--- src/rtl/pc_fetch.sv ---
// Instruction fetch sequencer: issues one memory read per instruction, holds the
// fetched word for execute, then advances the program counter.
module pc_fetch #(
    parameter logic [15:0] RESET_PC     = 16'h0000,
    // Value the retired counter takes on reset; 0 in normal use.
    parameter logic [15:0] RETIRED_INIT = 16'h0000
) (
    input  logic        clk,
    input  logic        rst,
    input  logic        run,
    output logic        mem_req,
    output logic [15:0] mem_addr,
    input  logic        mem_ack,
    input  logic [15:0] mem_rdata,
    output logic [15:0] instr,
    output logic        instr_valid,
    input  logic        exec_done,
    input  logic        jmp,
    input  logic        incr,
    input  logic [15:0] target,
    output logic [15:0] pc,
    output logic [15:0] retired
);

    typedef enum logic [1:0] {FETCH, WAIT_ACK, EXEC} stateT;

    stateT       state;
    stateT       stateNext;
    logic [15:0] pcNext;
    logic        ackTaken;
    logic        retire;

    assign ackTaken = (state == WAIT_ACK) && mem_ack;
    assign retire   = (state == EXEC) && exec_done;
    assign mem_addr = pc;

    always_comb begin
        stateNext = state;
        pcNext    = pc;
        mem_req   = 1'b0;
        case (state)
            FETCH: begin
                if (run) stateNext = WAIT_ACK;
            end
            WAIT_ACK: begin
                mem_req = 1'b1;
                if (mem_ack) stateNext = EXEC;
            end
            EXEC: begin
                if (exec_done) begin
                    stateNext = FETCH;
                    // jmp wins over incr; neither means re-fetch the same word
                    if (jmp)       pcNext = target;
                    else if (incr) pcNext = pc + 16'd1;
                end
            end
            default: stateNext = FETCH;
        endcase
    end

    always_ff @(posedge clk) begin
        if (rst) begin
            state       <= FETCH;
            pc          <= RESET_PC;
            instr       <= 16'h0000;
            instr_valid <= 1'b0;
            retired     <= RETIRED_INIT;
        end else begin
            state <= stateNext;
            pc    <= pcNext;
            if (ackTaken) begin
                instr       <= mem_rdata;
                instr_valid <= 1'b1;
            end
            if (retire) begin
                instr_valid <= 1'b0;
                retired     <= retired + 16'd1;
            end
        end
    end

endmodule

--- config.mk ---
export PLATFORM = sky130hd
export DESIGN_NAME = pc_fetch
export DESIGN_NICKNAME = d
export VERILOG_FILES = /design/src/rtl/pc_fetch.sv
export SDC_FILE = /design/constraint.sdc
export NUM_CORES = 1
export LEC_CHECK = 0
export ABC_AREA = 0
export CAP_MARGIN = 20
export CORE_MARGIN = 3
export CORE_UTILIZATION = 65
export CTS_BUF_LIST = sky130_fd_sc_hd__clkbuf_8
export DETAILED_ROUTE_END_ITERATION = 8
export DONT_BUFFER_PORTS = 1
export GPL_ROUTABILITY_DRIVEN = 1
export PLACE_DENSITY = 0.9
export SYNTH_ARGS = -nofsm -noshare
export SYNTH_HDL_FRONTEND = slang
export SYNTH_SLANG_ARGS = --single-unit
--- constraint.sdc ---
create_clock -name clk -period 2.3 [get_ports clk]
set_input_delay 0.46 -clock clk [delete_from_list [all_inputs] [get_ports clk]]
set_output_delay 0.46 -clock clk [all_outputs]
set_load 0.05 [all_outputs]
# [Word-level counts from Yosys, hierarchy flattened]
# Cells that the tools add are included.
[totals] regBits=51 inputBits=39 out_inout_bits=66 wordCells=26
[op_classes] n_addsub=2 eq_ne=5 mux=7 n_reduce_logical=7
[op_table] cell="16-bit by 1-bit adder with 16-bit output (second input constant)" n=2
[op_table] cell="16-bit 2-to-1 mux" n=2
[op_table] cell="2-bit 2-to-1 mux" n=3
[op_table] cell="2-bit != test (second input constant)" n=3
[op_table] cell="2-bit case mux with 3 select lines" n=1
[op_table] cell="3-bit AND reduction" n=2
[op_table] cell="2-bit by 1-bit equality test with 1-bit output (second input constant)" n=1
[op_table] cell="2-bit equality test (second input constant)" n=1
[op_table] cell="1-bit logical AND" n=2
[op_table] cell="2-bit zero test" n=1
[op_table] cell="2-bit nonzero test" n=1
[op_table] cell="2-bit OR reduction" n=1
[op_table] cell="1-bit 2-to-1 mux" n=1

# [Longest topological paths before layout]
[depth] ltp_word=3 ltp_mapped=7 mapped_depth_nobuf=5

# [Worst setup path before layout]
# OpenSTA, ideal clock, no wires.
[synth_path] path_type="register -> register" start="register retired[3]" end="register retired[11]" setup_time_ps=70 arrival_time_ps=1986 required_time_ps=2230 path_slack_ps=243 path_stages_with_launch=5 path_buffers=0 synth_period_minus_slack_ps=2057 cell_sequence="dfxtp_1 -> nand4_1 -> or4_4 -> or3_1 -> a21oi_1"
[synth_between] elab_chain_len=1
[synth_lines] item="start: declaration" line_no="22" source="output logic [15:0] retired"
[synth_lines] item="start signal: assignment" line_no="77" source="retired <= retired + 16'd1;"
[synth_lines] item="16-bit by 1-bit adder with 16-bit output" line_no="77"
# No other way between the ends.
# A chain may end at the register's enable or synchronous reset.

# [Final worst setup path]
[layout_path] start="register state[1]" end="register retired[11]"
[layout_between] elab_chain_len=2
[layout_lines] item="start: declaration" line_no="27" source="stateT state;"
[layout_lines] item="start signal: assignment" line_no="69" source="state <= stateNext;"
[layout_lines] item="2-bit equality test" line_no="34" source="assign retire = (state == EXEC) && exec_done;"
[layout_lines] item="1-bit logical AND" line_no="34"
# No other way between the ends.

==> out/results.ini <==
[logic_synthesis]
synth_area_leaders=dfxtp_1, nand2_1, a21oi_1, buf_4, nor2_1
ys_ff_latch=51
synth_xor_area_share_pct=2.69
synthMuxAreaShare_pct=2.30
synth_area_leader_cell=dfxtp_1
synth_fa_ha_area_share_pct=0.960
ys_types=46
ys_async_sr_fraction_pct=0
synthSimpleGateAreaFrac_pct=29.6
syn_nets=377
yosysMostFrequentCell=nand2_1
synthTopCellsByCount=nand2_1, dfxtp_1, a21oi_1, nor2_1, buf_4
syn_avg_cell_area_um2=7.76
synth_top_family_by_area=simple AND/OR/NAND/NOR gates
yosysWarningCount=0
synth_area_mm2=0.00261
dominantRegCellSynth=dfxtp_1
synth-edff-count=0
synth_cells=336
seq_area_frac_synth_pct=39.2
synth_top_area_share_pct=39.2
synth_compound_area_share_pct=16.4

[finish]
seq_area_mm2=0.00102
antenna_cells=0
multiInputGateArea_mm2=0.00136
area_delta_synth_final_pct=8.26
drive_gt1_share_pct=14.5
nets=384
fillerInstances=298

[min_path]
hold_class=primary input to flip-flop
hold_start=rst
min_to=mem_addr[6]
hold_depth=1

[timing]
slew_headroom_pct=54.2
fmax_mhz=539
min_period_ns=1.85
slew_violations=0
rsz0062_at_grt=no
hold_ws_ns=0.208
hold_viol_final=0
setup_viol=0
min_period_over_period_pct=80.6
fin_skew_ns=0.00561
tns_ns=0
tightestPinTransition_ns=0.683

[critical_path]
cp.arrival_ns=2.10
rr_startpoint=state[1]
path_class=flip-flop to flip-flop
crit_required_ns=2.55
start_kind=flip-flop
rr_endpoint=retired[11]
crit_fanout=10
rrSetupSlack_ns=0.45
r2r_cells=4
cp-end-kind=flip-flop

[drt]
wl_per_cell_um=15.3
first_pass_iters=4
wirelength_mm=6.01
num_vias=2407
ant_nets=0
viasPerCell=6.14
first_iter_violations=166
drc=0

[cts]
clk_pin_slew_ns=0.10
numCtsBuffers=5
clockBufferDepth=2
cts_root_buf=clkbuf_8
holdBufCountCts=0
cts_sinks=51
cts_max_level=2
post_cts_resized=0
clkLatencyLatePin_ns=0.31
postCtsSetupRepairBufs=0
cts_tree=built

[global_routing]
grt.total_usage_pct=25.5
grt_remaining_overflow=0
grt_pass1_wl_mm=10.4
grt_pass1_vias=2291
grt_max_degree=57
antenna_found_initial=0

[die]
die_h_um=69.3
dieArea_mm2=0.00481
start_util_pct=69.1
io_pins=105
die_w_um=69.3
rows=22
core_mm2=0.00377

[power_and_ir_drop]
ir_drop_uv=517
leakage_nw=0.976
power.density_mw_per_mm2=582

[run]
max_cap_violations=0

[placement]
numPortBuffers=0
place_congestion=0.825
dp_hpwl_mm=4.36

[outcome]
status=finished clean

-- how the worst max path moves through the flow --
stage,startpoint,to,slack [ns],cells past startpoint
6_report,state[1],retired[11],0.45,4
4_1_cts,state[1],retired[11],0.44,4
3_3_place_gp,state[1],retired[11],0.51,4
3_5_place_dp,state[1],retired[11],0.48,4
2_1_floorplan,retired[3],retired[11],0.24,4
5_1_grt,state[1],retired[11],0.30,4
-- flip-flops by register name, indices dropped and copies added (netlist names) --
name,flops
instr,16
retired,16
state,2
mem_addr,16
instr_valid,1
-- worst max-delay path, cell delays in order (launching register included) --
cell and delay [ns]:
dfxtp_1 0.51, nand4b_4 0.21, or4_4 0.59, or3_1 0.35, a21oi_1 0.13
-- area by class of cell --
class | count | area share (%)
flip-flops and latches | 51 | 36.2
repair buffers | 36 | 9.58
inverters | 6 | 0.798
clock buffers | 5 | 2.44
multi-input cells | 243 | 48.0
well taps | 48 | 2.13
clock inverters | 3 | 0.843
-- layout by cell type (no fill, tap or decap), types with 3 or more instances in the layout --
master | synthesis | final
mux2i_1 | 6 | 6
nand3_1 | 16 | 16
nor4_1 | 15 | 15
buf_4 | 17 | 36
clkbuf_8 | 0 | 5
a21oi_1 | 38 | 38
xnor2_1 | 7 | 7
or3_1 | 5 | 5
nor2_1 | 25 | 25
a31o_2 | 3 | 3
and3_1 | 4 | 4
nand2_1 | 60 | 60
dfxtp_1 | 51 | 51
a31oi_1 | 5 | 5
nor2b_1 | 4 | 4
nand4_1 | 5 | 5
nor3_1 | 5 | 5
inv_1 | 6 | 6
o21ai_0 | 10 | 10
nand2b_1 | 5 | 5
-- power by group --
| part | internal (mW) | leakage (nW) | switching (mW) | total [mW] |
|---|---|---|---|---|
| registers | 0.904 | 0.413 | 0.0625 | 0.966 |
| clock network | 0.218 | 0.0408 | 0.312 | 0.530 |
| logic | 0.0491 | 0.523 | 0.0971 | 0.146 |
| total | 1.17 | 0.976 | 0.471 | 1.64 |
-- layer usage --
layer	GRT usage [%]	up-vias	wire length, um
li1	-	1190	-
met1	31.8	1106	2540
met3	9.57	4	589
met4	5.64	0	44
met2	41.8	107	2830
met5	0	-	0
-- metrics by stage --
step / area, um^2 / utilization (%) / power, mW / worst slack (ns) / cells
5_1_grt: 2820 / 74.8 / 1.70 / 0.298 / 392
2_1_floorplan: 2610 / - / 1.14 / 0.243 / 336
3_5_place_dp: 2730 / 72.4 / 1.13 / 0.484 / 384
6_report: 2820 / 74.8 / 1.64 / 0.446 / 392
4_1_cts: 2820 / 74.8 / 1.65 / 0.440 / 392
3_3_place_gp: 2730 / 72.4 / 1.13 / 0.507 / 384
-- logic make-up after synthesis --
group                      after synthesis
buffers and inverters                   42
and+or+nand+nor                        155
xor gates and xnor gates                 8
AOI/OAI and AO/OA                       72
DFF                                     51
adders and majority gates                2
muxes                                    6
No activity file was read; power rests on OpenSTA's default activity.
